### src/rtl/serial_accumulator.sv
// Bit-serial window accumulator.
// Each accepted sample is added into the accumulator one bit per clock, LSB
// first, through a single one-bit full adder. A registered carry closes the
// loop. After TAPS samples the window sum is offered on a valid/ready output.

// One-bit full adder cell used by the serial datapath.
module full_adder (
  input  logic a,
  input  logic b,
  input  logic cin,
  output logic s,
  output logic cout
);
  assign s    = a ^ b ^ cin;
  assign cout = (a & b) | (cin & (a ^ b));
endmodule

module serial_accumulator #(
  parameter int WIDTH = 8,
  parameter int TAPS  = 3,
  parameter int ACC_W = 10
) (
  input  logic                       CLK,
  input  logic                       RST,
  input  logic                       In_Valid,
  output logic                       In_Ready,
  input  logic [WIDTH-1:0]           In_Data,
  output logic                       Out_Valid,
  input  logic                       Out_Ready,
  output logic [ACC_W-1:0]           Out_Sum,
  output logic                       Busy,
  output logic [$clog2(TAPS+1)-1:0]  Tap_Count
);

  localparam int TC_W = $clog2(TAPS + 1);
  localparam int BC_W = $clog2(ACC_W + 1);

  localparam logic [1:0] IDLE = 2'd0;
  localparam logic [1:0] ADD  = 2'd1;
  localparam logic [1:0] EMIT = 2'd2;

  // Parameter sanity: the accumulator must hold TAPS full-scale samples.
  generate
    if (TAPS < 2 || TAPS > 16) begin : g_bad_taps
      $error("serial_accumulator: TAPS must be in 2..16");
    end
    if (ACC_W < WIDTH + $clog2(TAPS)) begin : g_bad_acc_w
      $error("serial_accumulator: ACC_W too small for WIDTH and TAPS");
    end
  endgenerate

  logic [1:0]       state_reg;
  logic [ACC_W-1:0] acc_reg;
  logic [ACC_W-1:0] op_reg;
  logic             carry_reg;
  logic [BC_W-1:0]  bit_cnt_reg;
  logic [TC_W-1:0]  tap_cnt_reg;
  logic [ACC_W-1:0] sum_reg;

  logic             fa_s;
  logic             fa_cout;
  logic [ACC_W-1:0] acc_next;
  logic [TC_W-1:0]  tap_cnt_next;
  logic             last_bit;

  // The single adder cell: accumulator LSB + operand LSB + stored carry.
  full_adder u_fa (
    .a    (acc_reg[0]),
    .b    (op_reg[0]),
    .cin  (carry_reg),
    .s    (fa_s),
    .cout (fa_cout)
  );

  // Sum bit enters at the top so that after ACC_W shifts the word is aligned.
  always_comb begin
    acc_next     = {fa_s, acc_reg[ACC_W-1:1]};
    tap_cnt_next = tap_cnt_reg + 1'b1;
    last_bit     = (bit_cnt_reg == BC_W'(ACC_W - 1));
  end

  // Handshake and status outputs decode the registered state; only the
  // reset input gates In_Ready so it reads low during the reset cycle.
  assign In_Ready  = (state_reg == IDLE) && !RST;
  assign Out_Valid = (state_reg == EMIT);
  assign Busy      = (state_reg == ADD);
  assign Out_Sum   = sum_reg;
  assign Tap_Count = tap_cnt_reg;

  // Control FSM and serial datapath.
  always_ff @(posedge CLK) begin
    if (RST) begin
      state_reg   <= IDLE;
      acc_reg     <= '0;
      op_reg      <= '0;
      carry_reg   <= 1'b0;
      bit_cnt_reg <= '0;
      tap_cnt_reg <= '0;
      sum_reg     <= '0;
    end else begin
      case (state_reg)
        IDLE: begin
          if (In_Valid && In_Ready) begin
            op_reg      <= ACC_W'(In_Data);
            bit_cnt_reg <= '0;
            carry_reg   <= 1'b0;
            state_reg   <= ADD;
          end
        end
        ADD: begin
          acc_reg     <= acc_next;
          op_reg      <= op_reg >> 1;
          carry_reg   <= fa_cout;
          bit_cnt_reg <= bit_cnt_reg + 1'b1;
          if (last_bit) begin
            // Final carry out is dropped: the sum wraps modulo 2^ACC_W.
            tap_cnt_reg <= tap_cnt_next;
            if (tap_cnt_next == TC_W'(TAPS)) begin
              sum_reg   <= acc_next;
              state_reg <= EMIT;
            end else begin
              state_reg <= IDLE;
            end
          end
        end
        EMIT: begin
          if (Out_Ready) begin
            acc_reg     <= '0;
            tap_cnt_reg <= '0;
            state_reg   <= IDLE;
          end
        end
        default: state_reg <= IDLE;
      endcase
    end
  end

endmodule

### config.mk
export PLATFORM = sky130hd
export DESIGN_NAME = serial_accumulator
export DESIGN_NICKNAME = d
export VERILOG_FILES = /design/src/rtl/serial_accumulator.sv
export SDC_FILE = /design/constraint.sdc
export NUM_CORES = 1
export LEC_CHECK = 0
export CORE_UTILIZATION = 45
export DETAILED_ROUTE_END_ITERATION = 10
export GPL_TIMING_DRIVEN = 0
export PLACE_DENSITY = 0.69
export SYNTH_ARGS = -nofsm -noshare
export SYNTH_HDL_FRONTEND = slang
export SYNTH_HIERARCHICAL = 1
export SYNTH_SLANG_ARGS = --single-unit
export TNS_END_PERCENT = 5
### constraint.sdc
create_clock -name CLK -period 2.3 [get_ports CLK]
set_clock_uncertainty 0.15 [all_clocks]
set_input_delay 0.575 -clock CLK [delete_from_list [all_inputs] [get_ports CLK]]
set_output_delay 0.575 -clock CLK [all_outputs]
set_load 0.1 [all_outputs]
==> reports/results.txt <==
Status = completed
Worst Hold Class = flop to flop
Endpoints failing setup = 0
Async SR Flop Fraction = 0
Max Clk Rate = 446 MHz
WL met3 = 142 um
Worst slew margin = 0.369
Share of cells above drive strength 1 = 0.161
Worst Path Buf+Inv = 1
GRT overflow = 0
Die height = 64.4 um
#FFs+latches synth = 37
XOR/XNOR Fraction of Synth Area = 0
Worst-Margin Slew = 0.950 ns
Initial Util = 0.475
Setup repair after global routing missed its margin = no
Slew Limit Fails = 0
Post-route minimum period = 2.24 ns
Post-Syn Nets = 219
CTS tree = done
Crit path max fanout = 3
Data required time of the critical path = 1.57 ns
Ant. Diodes = 0
Synthesized cell area = 0.00175 mm2
Pwr Density = 683 mW/mm2
Met1 Wirelength = 1850 um
Hold Fails Final Rpt = 0
Die area = 0.00414 mm2
CP Capture Type = output pin
Yosys top cell area share = 0.423
Vias in the first global route = 1403
Nets = 251
CTS Hold Buffers Added = 0
Most used DFF post-synth = dfxtp_1
Worst ir drop on vdd = 0.350 mV
Global-route wire length before repair = 6640 um
Routed WL = 3790 um
Via count = 1550
Cell variety after synth = 37
DRT Pass-1 Iters = 4
Mapped Avg Cell Area = 8.62 um2
Die Wd = 64.4 um
Cells after synthesis = 203
Critical path cell sequence = dlygate4sd2_1
Mux cell area share after synthesis = 0
Crit path max-delay cell type = dlygate4sd2_1
Ranking of synthesized cells by area = dfxtp_1 (42%), nor2_1 (7.5%), a21oi_1 (7.4%)
IO buf count = 25
Initial antenna violation count = 0
Worst-skew pair later-pin latency = 0.30 ns
Clock sink count = 37
Hold WS = 0.321 ns
Startpoint types = flop
Yosys warns = 6
Root buffer cell = clkbuf_8
Placed insts = 276
Std cell rows = 22
Largest net degree at the start of global routing = 13
Largest family of logic cells by synthesized area = compound AO/OA/AOI/OAI gates
Synthesis-to-finish area growth = 23.9%
Tot GR Track Use = 0.213
DP Wirelength = 2690 um
DRC errors left = 0
Clock Path Buffers = 2
Layout fillers = 398
LEAKAGE = 0.000849 uW
Seq/Total Area, Yosys = 0.423
Max Cap Viol = 0
Fin crit share = 0.976
Vias per std cell = 5.46
Synth Area in Simple Gates = 0.222
Top sig layer = met4
Critical path type = flop to output pin
H-tree depth = 2
Inserted Clock Buffers = 5
Floorplan core area = 0.00369 mm2
Drt wl/cell = 13.4 um
RD Place Congestion = 0.759
Synth Area in Adders = 0.0329
Routed wl met2 = 1740 um
Area leader, netlist = dfxtp_1
Final ANT Viol Nets = 0
Clk pin slew, worst setup/hold paths = 0.08 ns
Worst EP arrival = 1.52 ns
Detailed Route Iter0 Violations = 48
Final cell count without fillers = 284
Post-CTS setup buffer count = 0
Compound-cell area share of the yosys netlist = 0.243
Max incr delay on CP = 0.86 ns
Ports = 27
EDFF count, synth = 0
Largest delay share family, worst path = buffers and inverters
power breakdown:
| group | total (uW) | internal [uW] | switching, uW |
|---|---|---|---|
| clock | 596 | 352 | 244 |
| sequential | 693 | 670 | 23.4 |
| combinational | 192 | 77.7 | 114 |
| total | 1480 | 1100 | 381 |
logic make-up (layout without fill, tap and decap cells):
family | after synthesis | in the layout
simple gates | 81 | 81
buf+inv | 25 | 58
flops | 37 | 37
compound gates | 56 | 56
fa+ha+maj | 4 | 4
per-stage QoR:
stage	setup slack, ns	setup TNS (ns)	util	cell area, um2	power (uW)
detailed placement	-0.614	-1.35	0.562	2070	901
floorplan	-0.333	-0.359	-	1760	844
global placement	-0.600	-1.34	0.562	2070	900
CTS	0.0544	0	0.588	2170	1490
finish	0.0556	0	0.588	2170	1480
global route	0.00741	0	0.588	2170	1550
placed cells by master, fill, tap and decap left out, drive strengths merged, types with 2 or more instances in the layout:
cell type	netlist	final
dfxtp	37	37
nor2	35	35
a21oi	26	26
buf	14	16
nand2	12	12
dlygate4sd2	0	12
clkbuf	4	11
nand4	10	10
o31ai	10	10
nor4	10	10
clkdlybuf4s50	0	10
a211oi	7	7
inv	4	4
nand3	4	4
nand3b	3	3
ha	3	3
clkinv	3	3
nand2b	2	2
or3	2	2
a31oi	2	2
o211ai	2	2
synthesized netlist by cell type (2+ instances only):
cell	n
a21oi_1	26
nand4_1	10
nand3b_1	3
or3_1	2
ha_1	3
o31ai_1	10
nand2_1	12
buf_6	2
clkbuf_1	3
inv_1	4
buf_4	5
nand2b_1	2
a211oi_2	7
buf_2	6
o211ai_1	2
nand3_1	4
a31oi_1	2
clkinv_1	2
nor4_1	10
dfxtp_1	37
nor2_1	35
worst paths after layout:
kind                                             startpoint                       to  slack, ns  cells after the start
worst max register to register  bit_cnt_reg[0]$_SDFFE_PP0P_  Out_Sum[7]$_SDFFE_PP0P_       0.70                      5
worst min register to register      Out_Sum[4]$_SDFFE_PP0P_  Out_Sum[4]$_SDFFE_PP0P_       0.32                      2
worst min-delay path                Out_Sum[4]$_SDFFE_PP0P_  Out_Sum[4]$_SDFFE_PP0P_       0.32                      2
worst max-delay path              Tap_Count[1]$_SDFFE_PP0P_             Tap_Count[1]       0.06                      1
routing by layer:
layer / track usage / vias to the layer above
li1: - / 798
met1: 0.268 / 711
met2: 0.341 / 33
met3: 0.0589 / 8
met4: 0.0833 / 0
met5: 0 / -
timing repair:
| action | 4_1_cts | 5_1_grt |
|---|---|---|
| setup endpoints to repair | 15 | 1 |
| cloned | 0 | 0 |
| pin swaps | 0 | 0 |
| gates resized for setup | 29 | 1 |
final cells by class:
cell class | instances | area [um2] | share of cell area
inverter | 7 | 27.5 | 0.0127
clock inverter | 2 | 37.5 | 0.0173
buffer | 18 | 110 | 0.0507
clock buffer | 6 | 82.6 | 0.0381
tap | 48 | 60.1 | 0.0277
timing repair buffer | 25 | 228 | 0.105
sequential | 37 | 741 | 0.341
multi-input combinational | 141 | 883 | 0.407
(Power assumes the default switching activity.)
